===== src/rtl/modem_ctrl_pkg.sv =====
// Shared constants for the multi-slot modem control block: register offsets,
// identification values and STATUS bit positions.
package modem_ctrl_pkg;

    localparam logic [4:0] OFF_COMMIT = 5'h10;
    localparam logic [4:0] OFF_STATUS = 5'h11;
    localparam logic [4:0] OFF_CW     = 5'h12;
    localparam logic [4:0] OFF_IRQ_EN = 5'h13;
    localparam logic [4:0] OFF_ID     = 5'h1C;
    localparam logic [4:0] OFF_VER    = 5'h1D;
    localparam logic [4:0] OFF_NSLOT  = 5'h1E;
    localparam logic [4:0] OFF_ABORT  = 5'h1F;

    localparam logic [7:0] ID_VAL  = 8'h96;
    localparam logic [7:0] VER_VAL = 8'h02;

    localparam int ST_BUSY = 0;
    localparam int ST_FULL = 1;
    localparam int ST_ERR  = 2;
    localparam int ST_DONE = 3;

    // Index of the highest set bit; only meaningful when exactly one bit is set.
    function automatic logic [2:0] onehot_idx(input logic [7:0] v);
        logic [2:0] idx;
        idx = '0;
        for (int i = 0; i < 8; i++)
            if (v[i]) idx = 3'(i);
        return idx;
    endfunction

endpackage


===== src/rtl/modem_ctrl_mslot_slot_queue.sv =====
// FIFO of committed slot indices; push and pop may happen in the same cycle,
// flush empties it immediately.
module slot_queue #(
    parameter int DEPTH = 2,
    parameter int IDX_W = 1
) (
    input  logic             clk,
    input  logic             reset,
    input  logic             push,
    input  logic [IDX_W-1:0] push_idx,
    input  logic             pop,
    input  logic             flush,
    output logic [IDX_W-1:0] head,
    output logic             empty,
    output logic             full
);

    localparam int PTR_W = (DEPTH > 1) ? $clog2(DEPTH) : 1;
    localparam int CNT_W = $clog2(DEPTH + 1);

    logic [IDX_W-1:0] mem [DEPTH];
    logic [PTR_W-1:0] rd_ptr, wr_ptr;
    logic [CNT_W-1:0] count;
    logic             push_ok, pop_ok;

    function automatic logic [PTR_W-1:0] nxt(input logic [PTR_W-1:0] p);
        return (32'(p) == DEPTH - 1) ? '0 : p + 1'b1;
    endfunction

    assign pop_ok  = pop && !empty;
    assign push_ok = push && (!full || pop_ok);

    always_ff @(posedge clk) begin
        if (reset || flush) begin
            rd_ptr <= '0;
            wr_ptr <= '0;
            count  <= '0;
        end else begin
            if (push_ok) wr_ptr <= nxt(wr_ptr);
            if (pop_ok)  rd_ptr <= nxt(rd_ptr);
            count <= count + CNT_W'(push_ok) - CNT_W'(pop_ok);
        end
    end

    always_ff @(posedge clk) begin
        if (push_ok) mem[wr_ptr] <= push_idx;
    end

    assign head  = mem[rd_ptr];
    assign empty = (count == '0);
    assign full  = (count == CNT_W'(DEPTH));

endmodule


===== src/rtl/modem_ctrl_mslot.sv =====
// Multi-slot modem control register block between the SPI slave and TX engine.
// Optional interrupt output and IRQ_EN register enabled by MODEM_CTRL_IRQ_EN.
module modem_ctrl_mslot #(
    parameter int ADDR_W     = 10,
    parameter int LEN_W      = 10,
    parameter int NUM_SLOTS  = 2,
    parameter int SLOT_BYTES = 256,
    parameter int REG_BASE   = 2**ADDR_W - 32
) (
    input  logic              clk,
    input  logic              reset,
    input  logic              i_bus_wr,
    input  logic              i_bus_rd,
    input  logic [ADDR_W-1:0] i_bus_addr,
    input  logic [7:0]        i_bus_wdata,
    output logic [7:0]        o_bus_rdata,
    input  logic [7:0]        i_ram_rdata,
    output logic              o_ram_wr,
    output logic              o_ram_rd,
    output logic [ADDR_W-1:0] o_ram_addr,
    output logic [7:0]        o_ram_wdata,
    output logic              o_transmit,
    output logic [ADDR_W-1:0] o_msg_base,
    output logic [LEN_W-1:0]  o_msg_length,
    input  logic              i_tx_done,
    output logic              o_abort,
    output logic              o_reg_cw
`ifdef MODEM_CTRL_IRQ_EN
    ,
    output logic              o_irq
`endif
);
    import modem_ctrl_pkg::*;

    localparam int IDX_W = (NUM_SLOTS > 1) ? $clog2(NUM_SLOTS) : 1;
    localparam logic [ADDR_W-1:0] REG_BASE_A = ADDR_W'(REG_BASE);
    localparam logic [ADDR_W-1:0] SLOT_END   = ADDR_W'(NUM_SLOTS * SLOT_BYTES);

    logic [LEN_W-1:0]     len [NUM_SLOTS];
    logic [NUM_SLOTS-1:0] pending;
    logic                 err, done, gap, tx_done_d;
    logic [IDX_W-1:0]     head;
    logic                 empty, full;

    logic             is_ram, ram_prot;
    logic [4:0]       off;
    logic [IDX_W-1:0] ram_slot, len_k;
    logic             len_sel, len_hi, len_wr;
    logic [2:0]       cmt_k;
    logic             cmt_wr, cmt_ok, push, pop;
    logic             st_wr, cw_wr, abort_wr, err_set;
    logic [7:0]       rdata;

    assign is_ram   = i_bus_addr < REG_BASE_A;
    assign off      = 5'(i_bus_addr - REG_BASE_A);
    assign ram_slot = IDX_W'(i_bus_addr / ADDR_W'(SLOT_BYTES));
    // RAM beyond the last slot is scratch space and never write-protected.
    assign ram_prot = (i_bus_addr < SLOT_END) && pending[ram_slot];

    assign o_ram_wr    = i_bus_wr && is_ram && !ram_prot;
    assign o_ram_rd    = i_bus_rd && is_ram;
    assign o_ram_addr  = i_bus_addr;
    assign o_ram_wdata = i_bus_wdata;

    assign len_sel = !is_ram && !off[4] && (32'(off[3:1]) < NUM_SLOTS);
    assign len_k   = IDX_W'(off[3:1]);
    assign len_hi  = !off[0];
    assign len_wr  = i_bus_wr && len_sel;

    assign cmt_k  = onehot_idx(i_bus_wdata);
    assign cmt_wr = i_bus_wr && !is_ram && (off == OFF_COMMIT);
    assign cmt_ok = $onehot(i_bus_wdata) && (32'(cmt_k) < NUM_SLOTS)
                    && !pending[IDX_W'(cmt_k)] && (len[IDX_W'(cmt_k)] != '0);
    assign push   = cmt_wr && cmt_ok;
    assign pop    = tx_done_d && !empty;

    assign st_wr    = i_bus_wr && !is_ram && (off == OFF_STATUS);
    assign cw_wr    = i_bus_wr && !is_ram && (off == OFF_CW);
    assign abort_wr = i_bus_wr && !is_ram && (off == OFF_ABORT) && i_bus_wdata[0];
    assign err_set  = (i_bus_wr && is_ram && ram_prot)
                    || (len_wr && pending[len_k])
                    || (cmt_wr && !cmt_ok);

    slot_queue #(.DEPTH(NUM_SLOTS), .IDX_W(IDX_W)) u_queue (
        .clk      (clk),
        .reset    (reset),
        .push     (push),
        .push_idx (IDX_W'(cmt_k)),
        .pop      (pop),
        .flush    (abort_wr),
        .head     (head),
        .empty    (empty),
        .full     (full)
    );

    always_ff @(posedge clk) begin
        if (reset) begin
            for (int k = 0; k < NUM_SLOTS; k++) len[k] <= '0;
            pending   <= '0;
            err       <= 1'b0;
            done      <= 1'b0;
            gap       <= 1'b0;
            tx_done_d <= 1'b0;
            o_abort   <= 1'b0;
            o_reg_cw  <= 1'b0;
        end else begin
            tx_done_d <= i_tx_done;
            o_abort   <= abort_wr;
            // One idle cycle after each completion lets the TX engine see a fresh start.
            gap       <= pop && !abort_wr;
            if (len_wr && !pending[len_k]) begin
                if (len_hi) len[len_k][LEN_W-1:8] <= i_bus_wdata[LEN_W-9:0];
                else        len[len_k][7:0]       <= i_bus_wdata;
            end
            if (cw_wr) o_reg_cw <= i_bus_wdata[0];
            if (st_wr && i_bus_wdata[ST_ERR])  err  <= 1'b0;
            if (st_wr && i_bus_wdata[ST_DONE]) done <= 1'b0;
            if (err_set) err  <= 1'b1;
            if (pop)     done <= 1'b1;
            if (pop)  pending[head] <= 1'b0;
            if (push) pending[IDX_W'(cmt_k)] <= 1'b1;
            if (abort_wr) pending <= '0;
        end
    end

`ifdef MODEM_CTRL_IRQ_EN
    logic [1:0] irq_en;

    always_ff @(posedge clk) begin
        if (reset) begin
            irq_en <= '0;
            o_irq  <= 1'b0;
        end else begin
            if (i_bus_wr && !is_ram && (off == OFF_IRQ_EN)) irq_en <= i_bus_wdata[1:0];
            o_irq <= (done && irq_en[0]) || (err && irq_en[1]);
        end
    end
`endif

    assign o_transmit   = !empty && !gap;
    assign o_msg_base   = ADDR_W'(32'(head) * SLOT_BYTES);
    assign o_msg_length = len[head];

    always_comb begin
        rdata = '0;
        if (is_ram) begin
            rdata = i_ram_rdata;
        end else if (len_sel) begin
            rdata = len_hi ? 8'(len[len_k][LEN_W-1:8]) : len[len_k][7:0];
        end else begin
            case (off)
                OFF_COMMIT: rdata = 8'(pending);
                OFF_STATUS: begin
                    rdata[ST_BUSY] = o_transmit;
                    rdata[ST_FULL] = full;
                    rdata[ST_ERR]  = err;
                    rdata[ST_DONE] = done;
                end
                OFF_CW:     rdata[0] = o_reg_cw;
`ifdef MODEM_CTRL_IRQ_EN
                OFF_IRQ_EN: rdata = 8'(irq_en);
`else
                OFF_IRQ_EN: rdata = 8'h00;
`endif
                OFF_ID:     rdata = ID_VAL;
                OFF_VER:    rdata = VER_VAL;
                OFF_NSLOT:  rdata = 8'(NUM_SLOTS);
                default:    rdata = 8'h00;
            endcase
        end
    end

    assign o_bus_rdata = rdata;

endmodule


===== config.mk =====
export PLATFORM = sky130hd
export DESIGN_NAME = modem_ctrl_mslot
export DESIGN_NICKNAME = d
export VERILOG_FILES = /design/src/rtl/modem_ctrl_pkg.sv /design/src/rtl/modem_ctrl_mslot_slot_queue.sv /design/src/rtl/modem_ctrl_mslot.sv
export SDC_FILE = /design/constraint.sdc
export NUM_CORES = 1
export LEC_CHECK = 0
export BUFFER_PORTS_ARGS = -buffer_cell sky130_fd_sc_hd__buf_2
export CAP_MARGIN = 20
export CORE_MARGIN = 3
export CORE_UTILIZATION = 24
export CTS_BUF_LIST = sky130_fd_sc_hd__clkbuf_8
export DETAILED_ROUTE_END_ITERATION = 10
export PLACE_DENSITY = 0.53
export SYNTH_ARGS = -nofsm -noshare
export SYNTH_HDL_FRONTEND = slang
export SYNTH_SLANG_ARGS = --single-unit

===== constraint.sdc =====
create_clock -name clk -period 3.7 [get_ports clk]
set_clock_uncertainty 0.15 [all_clocks]
set_input_delay 0 -clock clk [delete_from_list [all_inputs] [get_ports clk]]
set_output_delay 0 -clock clk [all_outputs]
set_load 0.05 [all_outputs]

==> results of run 1 <==
metal layers:
layer	part of all wire, %	wire, microns	vias up	GRT usage [%]
li1	-	-	1042	-
met1	48	3369	1021	17.25
met2	45	3178	77	20.38
met3	5.7	402	5	1.746
met4	1.1	80	0	3.288
met5	0	0	-	0
sequential cells by signal, summed over array words and instances (netlist names), named ones only:
name and cells:
err 1, u_queue.rd_ptr 1, len 20, u_queue.mem 2
pending 2, o_reg_cw 1, done 1, tx_done_d 1
u_queue.wr_ptr 1, u_queue.count 2, o_abort 1, gap 1
synthesized netlist by cell type, types with 3 or more instances:
master	n
dfxtp_1	13
ha_1	4
mux2i_1	8
a31oi_1	4
and3_1	3
nand4_1	3
nand2_1	12
and2_1	11
xor2_1	3
fa_1	4
nand3_1	6
nor2_1	19
edfxtp_1	22
inv_1	18
clkbuf_1	7
buf_4	28
mux2_2	12
nor4_1	5
a21oi_1	9
nor2b_1	5
nand2b_1	3
or4_1	3
nor3_1	13
o21ai_0	11
power by group:
| part | total, mW | internal, mW | leakage [nW] | switching [mW] |
|---|---|---|---|---|
| clock network | 0.365 | 0.204 | 0.0587 | 0.161 |
| logic | 0.280 | 0.0943 | 0.949 | 0.186 |
| registers | 0.429 | 0.421 | 0.330 | 0.00712 |
| total | 1.07 | 0.720 | 1.34 | 0.354 |
what timing repair did:
| action | CTS | global route |
|---|---|---|
| setup endpoints to repair | 0 | 7 |
| gates resized for setup | 0 | 12 |
| endpoints found under the hold margin | 13 | 0 |
| hold buffers | 14 | 0 |
cell type report:
class                           count  area [sq um]
Clock buffer                        5         68.82
Clock inverter                      3         47.55
Fill cell                        1044          6734
Inverter                           19         71.32
Multi-Input combinational cell    177          1275
Sequential cell                    35         920.9
Tap cell                          133         166.4
Timing Repair Buffer               95         580.6
worst max-delay path by stage:
stage | endpoint | start | slack, ns | cells after the start
2_1_floorplan | u_queue.mem[0] | i_bus_wdata[0] | 0.24 | 13
3_3_place_gp | u_queue.count[0] | i_bus_wdata[0] | 0.07 | 16
3_5_place_dp | u_queue.count[0] | i_bus_wdata[0] | -0.08 | 16
4_1_cts | u_queue.count[0] | i_bus_wdata[5] | 0.14 | 16
5_1_grt | u_queue.count[0] | i_bus_wdata[6] | -0.02 | 15
6_report | u_queue.count[0] | i_bus_wdata[6] | 0.20 | 15
worst register-to-register path: stages, from the launching register on:
cell and delay, ns:
dfxtp_1 0.38, mux2_2 0.30, or4_1 0.69, o21ai_0 0.67
buf_4 0.27
cell families after synthesis:
| family | Yosys count | share of synthesized area, % |
|---|---|---|
| other | 1 | 0.1529 |
| and+or+nand+nor | 93 | 20.46 |
| AOI/OAI and AO/OA | 41 | 11.43 |
| xor gates and xnor gates | 4 | 1.429 |
| adders and majority gates | 8 | 5.306 |
| buffers and inverters | 57 | 13.06 |
| DFF | 35 | 37.55 |
| muxes | 22 | 10.61 |
through the flow:
stage | setup WS [ns] | cell area [sq um] | instances
detailed placement | -0.07701 | 2828 | 445
global route | -0.01548 | 3131 | 467
floorplan | 0.2433 | 2482 | 269
global placement | 0.06798 | 2828 | 445
finish | 0.1979 | 3131 | 467
CTS | 0.1448 | 3084 | 467
==> impl_metrics.yaml, run 1 <==
drt:
  vias: 2145
  ant_nets: 0
  drcViolationCount: 0
  wl_per_cell_microns: 15.05
  drtPass1Iterations: 4
  via_per_inst: 4.593
  finalWirelength_microns: 7030
  drt_iter0_drc: 148
cts:
  path_clk_slew_ns: 0.08
  worstSkewPairLatency_ns: 0.30
  cts_made_buffers: 5
  cts-root-buf: "clkbuf_8"
  cts_htree_levels: 2
  clkSinkCount: 35
  tritoncts: "built"
  postCtsSetupRepairBufs: 0
  clockBufferDepth: 2
power_and_ir_drop:
  ir_drop_mv: 0.2273
  p_per_area_nw_per_um2: 343.1
  leakage_nw: 1.337
  p_total_mw: 1.074
timing:
  timing.fmax_ghz: 0.2855
  setup_tns_ns: 0
  relSlewSlack_pct: 49.39
  finalMaxSlewViolations: 0
  tightest_slew_ns: 0.7522
  fin_crit_sh_pct: 94.65
  post-route-min-period_ns: 3.502
  setup_violations: 0
  whs_ns: 0.05748
  hold_viol: 0
synthesis:
  synth-edff-count: 22
  syn_area_per_cell_sq_um: 9.396
  synth_top_cell_by_area: "edfxtp_1"
  ys_warn_count: 0
  ys_async_sr_fraction_pct: 0
  yosysUniqueCellTypes: 51
  synthCells: 261
  synthFlopType: "edfxtp_1"
  synth_top_area_share_pct: 26.94
  synth_area_leaders: "edfxtp_1 (27%), dfxtp_1 (11%), buf_4 (8.6%), mux2_2 (5.5%), fa_1 (3.3%)"
  syn-cell-area_sq_um: 2452
  yosys_register_bits: 35
  ys_seq_area_share_pct: 37.55
cells_and_area:
  final_common_cell: "buf_2"
  layout.nets: 372
  fin_util_pct: 31.74
  final_cell_mix: "buf_2 (70), edfxtp_1 (22), nor2_1 (19)"
  synthToLayoutAreaGrowth_pct: 27.65
  antenna_cells: 0
  final_layout_size_suffix_gt1_share_pct: 33.83
global_routing:
  grt_pass1_wl_microns: 11120
  grt_max_degree: 24
  grt_use_total_pct: 12.47
  gr-total-overflow: 0
  antenna_found_initial: 0
  grt_pass1_vias: 2121
setup_path:
  reg2reg_slack_ns: 0.97
  critPathTopFamily: "adder cells"
  crit_chain: "dlygate4sd3_1, buf_6, inv_1, fa_1, fa_1, inv_1, ha_2, inv_1, fa_2, nor4b_4, nand3_2, a2111oi_4, buf_4, xor2_1, nor2_1"
  critical_path_required_ns: 3.73
  crit_buf_inv: 6
  max_stage_delay_ns: 0.56
  cp.arrival_ns: 3.53
  worst-setup-path-type: "in2reg"
  slowest_stage: "dlygate4sd3_1"
  r2r_cells: 4
  r2r-start: "pending[0]"
  rr_endpoint: "len[1][1]"
  endpoint_kind: "flip-flop"
  cp_common_cell: "inv_1"
  worstPathMaxFanout: 5
  cp-start-kind: "input port"
placement:
  place_congestion: 0.8688
  io_buffers: 72
  dpl.hpwl_microns: 5459
die:
  ios: 82
  die_height_microns: 107.1
  die_w_microns: 107.1
  start_util_pct: 24.86
  die_area_sq_um: 11470
  std_cell_rows: 36
  core_sq_um: 9864
worst_hold_path:
  min_to: "o_abort"
  hp-class: "in2reg"
  min_path_cells: 4
  min-delay-start: "i_bus_addr[3]"
job:
  cap_violations: 0
run_status:
  status: "finished clean"
(Power assumes the default switching activity.)
==> inputs of run 2 (changes only) <==
--- a/config.mk
+++ b/config.mk
@@ -5,13 +5,13 @@
 export SDC_FILE = /design/constraint.sdc
 export NUM_CORES = 1
 export LEC_CHECK = 0
-export BUFFER_PORTS_ARGS = -buffer_cell sky130_fd_sc_hd__buf_2
 export CAP_MARGIN = 20
 export CORE_MARGIN = 3
 export CORE_UTILIZATION = 24
 export CTS_BUF_LIST = sky130_fd_sc_hd__clkbuf_8
 export DETAILED_ROUTE_END_ITERATION = 10
-export PLACE_DENSITY = 0.53
+export DONT_BUFFER_PORTS = 1
+export PLACE_DENSITY = 0.45
 export SYNTH_ARGS = -nofsm -noshare
 export SYNTH_HDL_FRONTEND = slang
 export SYNTH_SLANG_ARGS = --single-unit
==> run 2 against run 1 <==
Compared with the run above: global-route usage rose by 1.3 points; register-to-register slack got worse by 0.03 ns; core utilization fell by 2.0 points; total power fell by 4.8%; cell count fell by 12%; clock power barely moved; via count fell by 7.9%; setup slack improved by 0.013 ns; sequential power barely moved; worst hold slack got worse by 0.050 ns; maximum frequency rose by 0.36%; final area fell by 6.4%; critical path type unchanged; critical endpoint unchanged.
==> impl_metrics.yaml, run 2 (synthesis gave the netlist of run 1 again) <==
timing:
  relSlewSlack_pct: 31.24
  fin_crit_sh_pct: 94.31
  setup_violations: 0
  setup_tns_ns: 0
  timing.fmax_ghz: 0.2866
  tightest_slew_ns: 1.025
  whs_ns: 0.007905
  hold_viol: 0
  finalMaxSlewViolations: 0
  rsz0062_at_grt: "no"
  timing.final.ws_setup_ns: 0.2104
  post-route-min-period_ns: 3.490
die:
  std_cell_rows: 36
  die_w_microns: 107.1
  ios: 82
  start_util_pct: 24.86
  core_sq_um: 9864
  die_area_sq_um: 11470
  die_height_microns: 107.1
global_routing:
  top_usage_layer: "met2"
  gr-total-overflow: 0
  antenna_found_initial: 0
  grt_pass1_vias: 2114
  grt_use_met2_pct: 21.40
  use_met3_pct: 4.576
  met1_usage_pct: 17.94
  grt_max_degree: 19
  grt_pass1_wl_microns: 12070
  grt_use_total_pct: 13.75
cts:
  cts-root-buf: "clkbuf_8"
  path_clk_slew_ns: 0.08
  cts_htree_levels: 2
  worstSkewPairLatency_ns: 0.29
  clkSinkCount: 35
  cts_made_buffers: 5
  tritoncts: "built"
  clockBufferDepth: 2
cells_and_area:
  largest_reg_flops: 20
  final_layout_size_suffix_gt1_share_pct: 13.21
  fillers: 1032
  layout.nets: 318
  antenna_cells: 0
  regMostFlops: "len"
  synthToLayoutAreaGrowth_pct: 19.49
  multi_input_area_sq_um: 1259
  regArea_sq_um: 920.9
  final_cell_mix: "dlygate4sd3_1 (33), edfxtp_1 (22), nor2_1 (19)"
  final_common_cell: "dlygate4sd3_1"
  fin_util_pct: 29.71
setup_path:
  worst-setup-path-type: "in2reg"
  r2r_cells: 6
  crit_end: "u_queue.count[0]"
  worstPathMaxFanout: 3
  startpoint: "i_bus_wdata[4]"
  endpoint_kind: "flip-flop"
  cp-start-kind: "input port"
  r2r-start: "pending[0]"
  cp.arrival_ns: 3.52
  reg2reg_slack_ns: 0.94
  rr_endpoint: "len[0][1]"
  critical_path_required_ns: 3.73
placement:
  io_buffers: 0
  place_congestion: 0.7903
  dpl.hpwl_microns: 5527
  dp_slack_ns: 0.01595
drt:
  drcViolationCount: 0
  wl_per_cell_microns: 18.56
  drt_iter0_drc: 169
  drtPass1Iterations: 4
  ant_nets: 0
  finalWirelength_microns: 7665
  vias: 1976
  via_per_inst: 4.785
power_and_ir_drop:
  ir_drop_mv: 0.1321
  p_per_area_nw_per_um2: 349.0
  leakage_nw: 1.119
worst_hold_path:
  min_path_cells: 3
  min-delay-start: "i_bus_wdata[1]"
  hp-class: "in2reg"
run_status:
  status: "finished clean"
job:
  cap_violations: 0
run 2: cell count changes in the layout (fill, tap and decap cells not counted), moves of 2 or more:
cell	change
dlygate4sd3_1	+19
buf_4	-2
buf_6	-2
o21ai_0	-4
buf_2	-70
o21ai_1	+4
run 2: cell type report:
class                   count  share of cell area [%]
inverters                  19                   2.434
flip-flops and latches     35                   31.43
repair buffers             41                   13.49
clock buffers               6                   2.818
well taps                 133                   5.679
multi-input cells         177                   42.95
clock inverters             2                   1.196
run 2: power breakdown:
group          internal [mW]  total [mW]  switching (mW)
clock network          0.218       0.366           0.148
registers              0.421       0.429         0.00714
logic                 0.0657       0.228           0.163
total                  0.705        1.02           0.317
run 2: worst max-delay path: stages:
cell	delay, ns
dlygate4sd3_1	0.93
inv_1	0.18
fa_1	0.49
inv_1	0.07
ha_1	0.17
inv_1	0.06
fa_1	0.38
a211oi_1	0.23
mux2_2	0.19
nand3_1	0.14
a2111oi_4	0.29
buf_4	0.19
xor2_1	0.15
nor2_1	0.05
run 2: worst min-delay path by stage:
stage | endpoint | slack (ns)
after floorplan | done | -0.08
after global placement | o_ram_addr[6] | -0.15
after detailed placement | o_ram_addr[6] | -0.15
after CTS | len[1][9] | 0.003
after global routing | len[1][9] | 0.02
final | len[1][9] | 0.008
run 2: stage by stage:
step	power, mW	std cells	cell area, sq um
CTS	1.029	413	2928
finish	1.023	413	2930
detailed placement	0.5987	371	2470
global route	1.067	413	2930
floorplan	0.6339	269	2482
global placement	0.5947	371	2470
run 2: repair_timing:
| action | CTS | global route |
|---|---|---|
| gates resized for setup | 0 | 1 |
| hold endpoints to repair | 67 | 0 |
| hold buffers | 34 | 0 |
| endpoints found under the setup margin | 0 | 7 |
| buffers inserted | 0 | 0 |
run 2: metal layers:
layer | share of wire (%) | up-vias
li1 | - | 938
met1 | 44 | 948
met2 | 46 | 81
met3 | 8.3 | 9
met4 | 1.7 | 0
met5 | 0 | -
==> inputs of run 3 (changes only) <==
==> constraint.sdc (replaced) <==
create_clock -name clk -period 3.7 [get_ports clk]
set_clock_uncertainty 0.15 [all_clocks]
set_input_delay 0.74 -clock clk [delete_from_list [all_inputs] [get_ports clk]]
set_output_delay 0.74 -clock clk [all_outputs]
set_load 0.05 [all_outputs]
==> run 3 against run 2 <==
Compared with the run above: the flow now finishes with violations (negative setup slack); global-route usage shrank 1.3 points; critical path depth shrank 2; clock power fell by 9.0%; sequential share of layout area rose by 1.9 points; final area down 5.7%; core utilization shrank 1.7 points; largest power group unchanged.
==> impl_metrics.yaml, run 3 (synthesis gave the netlist of run 1 again) <==
power_and_ir_drop:
  leakage_nw: 1.052
  p_per_area_nw_per_um2: 344.2
  ir_drop_mv: 0.1409
  p_total_uw: 950.8
drt:
  drcViolationCount: 0
  drtPass1Iterations: 4
  vias: 1872
  ant_nets: 0
  finalWirelength_microns: 6926
  via_per_inst: 4.727
  wl_per_cell_microns: 17.49
  drt_iter0_drc: 149
global_routing:
  grt_pass1_vias: 1912
  grt_max_degree: 24
  gr-total-overflow: 0
  grt_pass1_wl_microns: 10850
  grt_use_total_pct: 12.40
  antenna_found_initial: 0
setup_path:
  critPathTopFamily: "adder cells"
  rr_endpoint: "len[0][2]"
  critical_path_required_ns: 3.55
  endpoint_kind: "flip-flop"
  max_stage_delay_ns: 0.54
  crit_cells: 12
  cp.arrival_ns: 3.68
  r2r_cells: 4
  crit_chain: "inv_12, fa_1, fa_1, fa_1, inv_2, ha_4, inv_2, fa_2, nor4b_4, nand3_2, a2111oi_4, nor2b_2"
  worstPathMaxFanout: 5
  crit_buf_inv: 3
  r2r-start: "pending[1]"
  startpoint: "i_bus_wdata[0]"
  worst-setup-path-type: "in2reg"
  cp-start-kind: "input port"
  reg2reg_slack_ns: 1.33
  slowest_stage: "fa_1"
  crit_end: "u_queue.mem[0]"
  cp_common_cell: "fa_1"
timing:
  tightest_slew_ns: 0.8514
  setup_violations: 8
  finalMaxSlewViolations: 0
  fin_crit_sh_pct: 103.4
  hold_viol: 0
  timing.fmax_ghz: 0.2613
  whs_ns: 0.3312
  timing.final.ws_setup_ns: -0.1274
  rsz0062_at_grt: "yes"
  post-route-min-period_ns: 3.827
  relSlewSlack_pct: 42.72
job:
  cap_violations: 0
placement:
  dpl.hpwl_microns: 5499
  io_buffers: 0
  place_congestion: 0.8123
cts:
  clkSinkCount: 35
  worstSkewPairLatency_ns: 0.28
  cts_htree_levels: 2
  path_clk_slew_ns: 0.07
  cts-root-buf: "clkbuf_8"
  clockBufferDepth: 2
  cts_made_buffers: 5
  tritoncts: "built"
cells_and_area:
  regMostFlops: "len"
  layout.nets: 301
  fillers: 1052
  final_cell_mix: "buf_4 (24), edfxtp_1 (22), nor2_1 (19)"
  final_layout_size_suffix_gt1_share_pct: 24.33
  antenna_cells: 0
  largest_reg_flops: 20
  final_common_cell: "buf_4"
  fin_util_pct: 28.01
  synthToLayoutAreaGrowth_pct: 12.65
run_status:
  status: "finished with violations"
  violations: "negative setup slack"
die:
  die_area_sq_um: 11470
  die_height_microns: 107.1
  ios: 82
  start_util_pct: 24.86
  die_w_microns: 107.1
  std_cell_rows: 36
  core_sq_um: 9864
worst_hold_path:
  hp-class: "reg2reg"
==> run 3: power by group <==
group,internal [mW],switching (mW)
Combinational,0.0700,0.119
Clock,0.197,0.136
Sequential,0.422,0.00728
==> run 3: what timing repair did <==
item                       in CTS  in global routing
setup endpoints to repair       8                  8
gates cloned                    0                  0
pin swaps                       4                  1
hold buffers                    0                  0
gates resized for setup         2                  3
setup buffers                   1                  0
==> run 3: worst min path at each step <==
stage                      from  cells past startpoint  slack (ns)  endpoint
after floorplan            done                      2        0.30      done
after global placement     done                      2        0.32      done
after detailed placement   done                      2        0.32      done
after CTS                  done                      2        0.33      done
after global routing      reset                      1        0.35  o_reg_cw
final                      done                      2        0.33      done
==> run 3: per-stage QoR <==
step           setup slack [ns]  instance area, sq um  instances  TNS, ns
2_1_floorplan           -0.4296                  2536        269   -2.364
3_3_place_gp            -0.4389                  2631        387   -2.948
3_5_place_dp            -0.4939                  2631        387   -3.313
4_1_cts                 -0.1769                  2753        396   -1.146
5_1_grt                 -0.3121                  2763        396   -2.055
6_report                -0.1274                  2763        396  -0.8184
==> run 3: cell type report <==
| cell class | count | area, sq um | share of cell area [%] |
|---|---|---|---|
| inverters | 19 | 83.83 | 3.034 |
| clock inverters | 3 | 38.79 | 1.404 |
| well taps | 133 | 166.4 | 6.024 |
| clock buffers | 5 | 68.82 | 2.491 |
| repair buffers | 24 | 180.2 | 6.522 |
| flip-flops and latches | 35 | 920.9 | 33.33 |
| multi-input cells | 177 | 1304 | 47.19 |
==> run 3: routing by layer <==
metal	up-vias	GRT usage, %	routed length, microns
met3	8	3.853	635
li1	900	-	-
met5	-	0	0
met2	77	18.95	2996
met1	887	16.85	3206
met4	0	3.470	88
==> run 3: tightest hold or removal path, cell delays in order, from the launching register on <==
cell and delay [ns]:
dfxtp_1 0.31, o21ai_0 0.07, a21oi_1 0.06
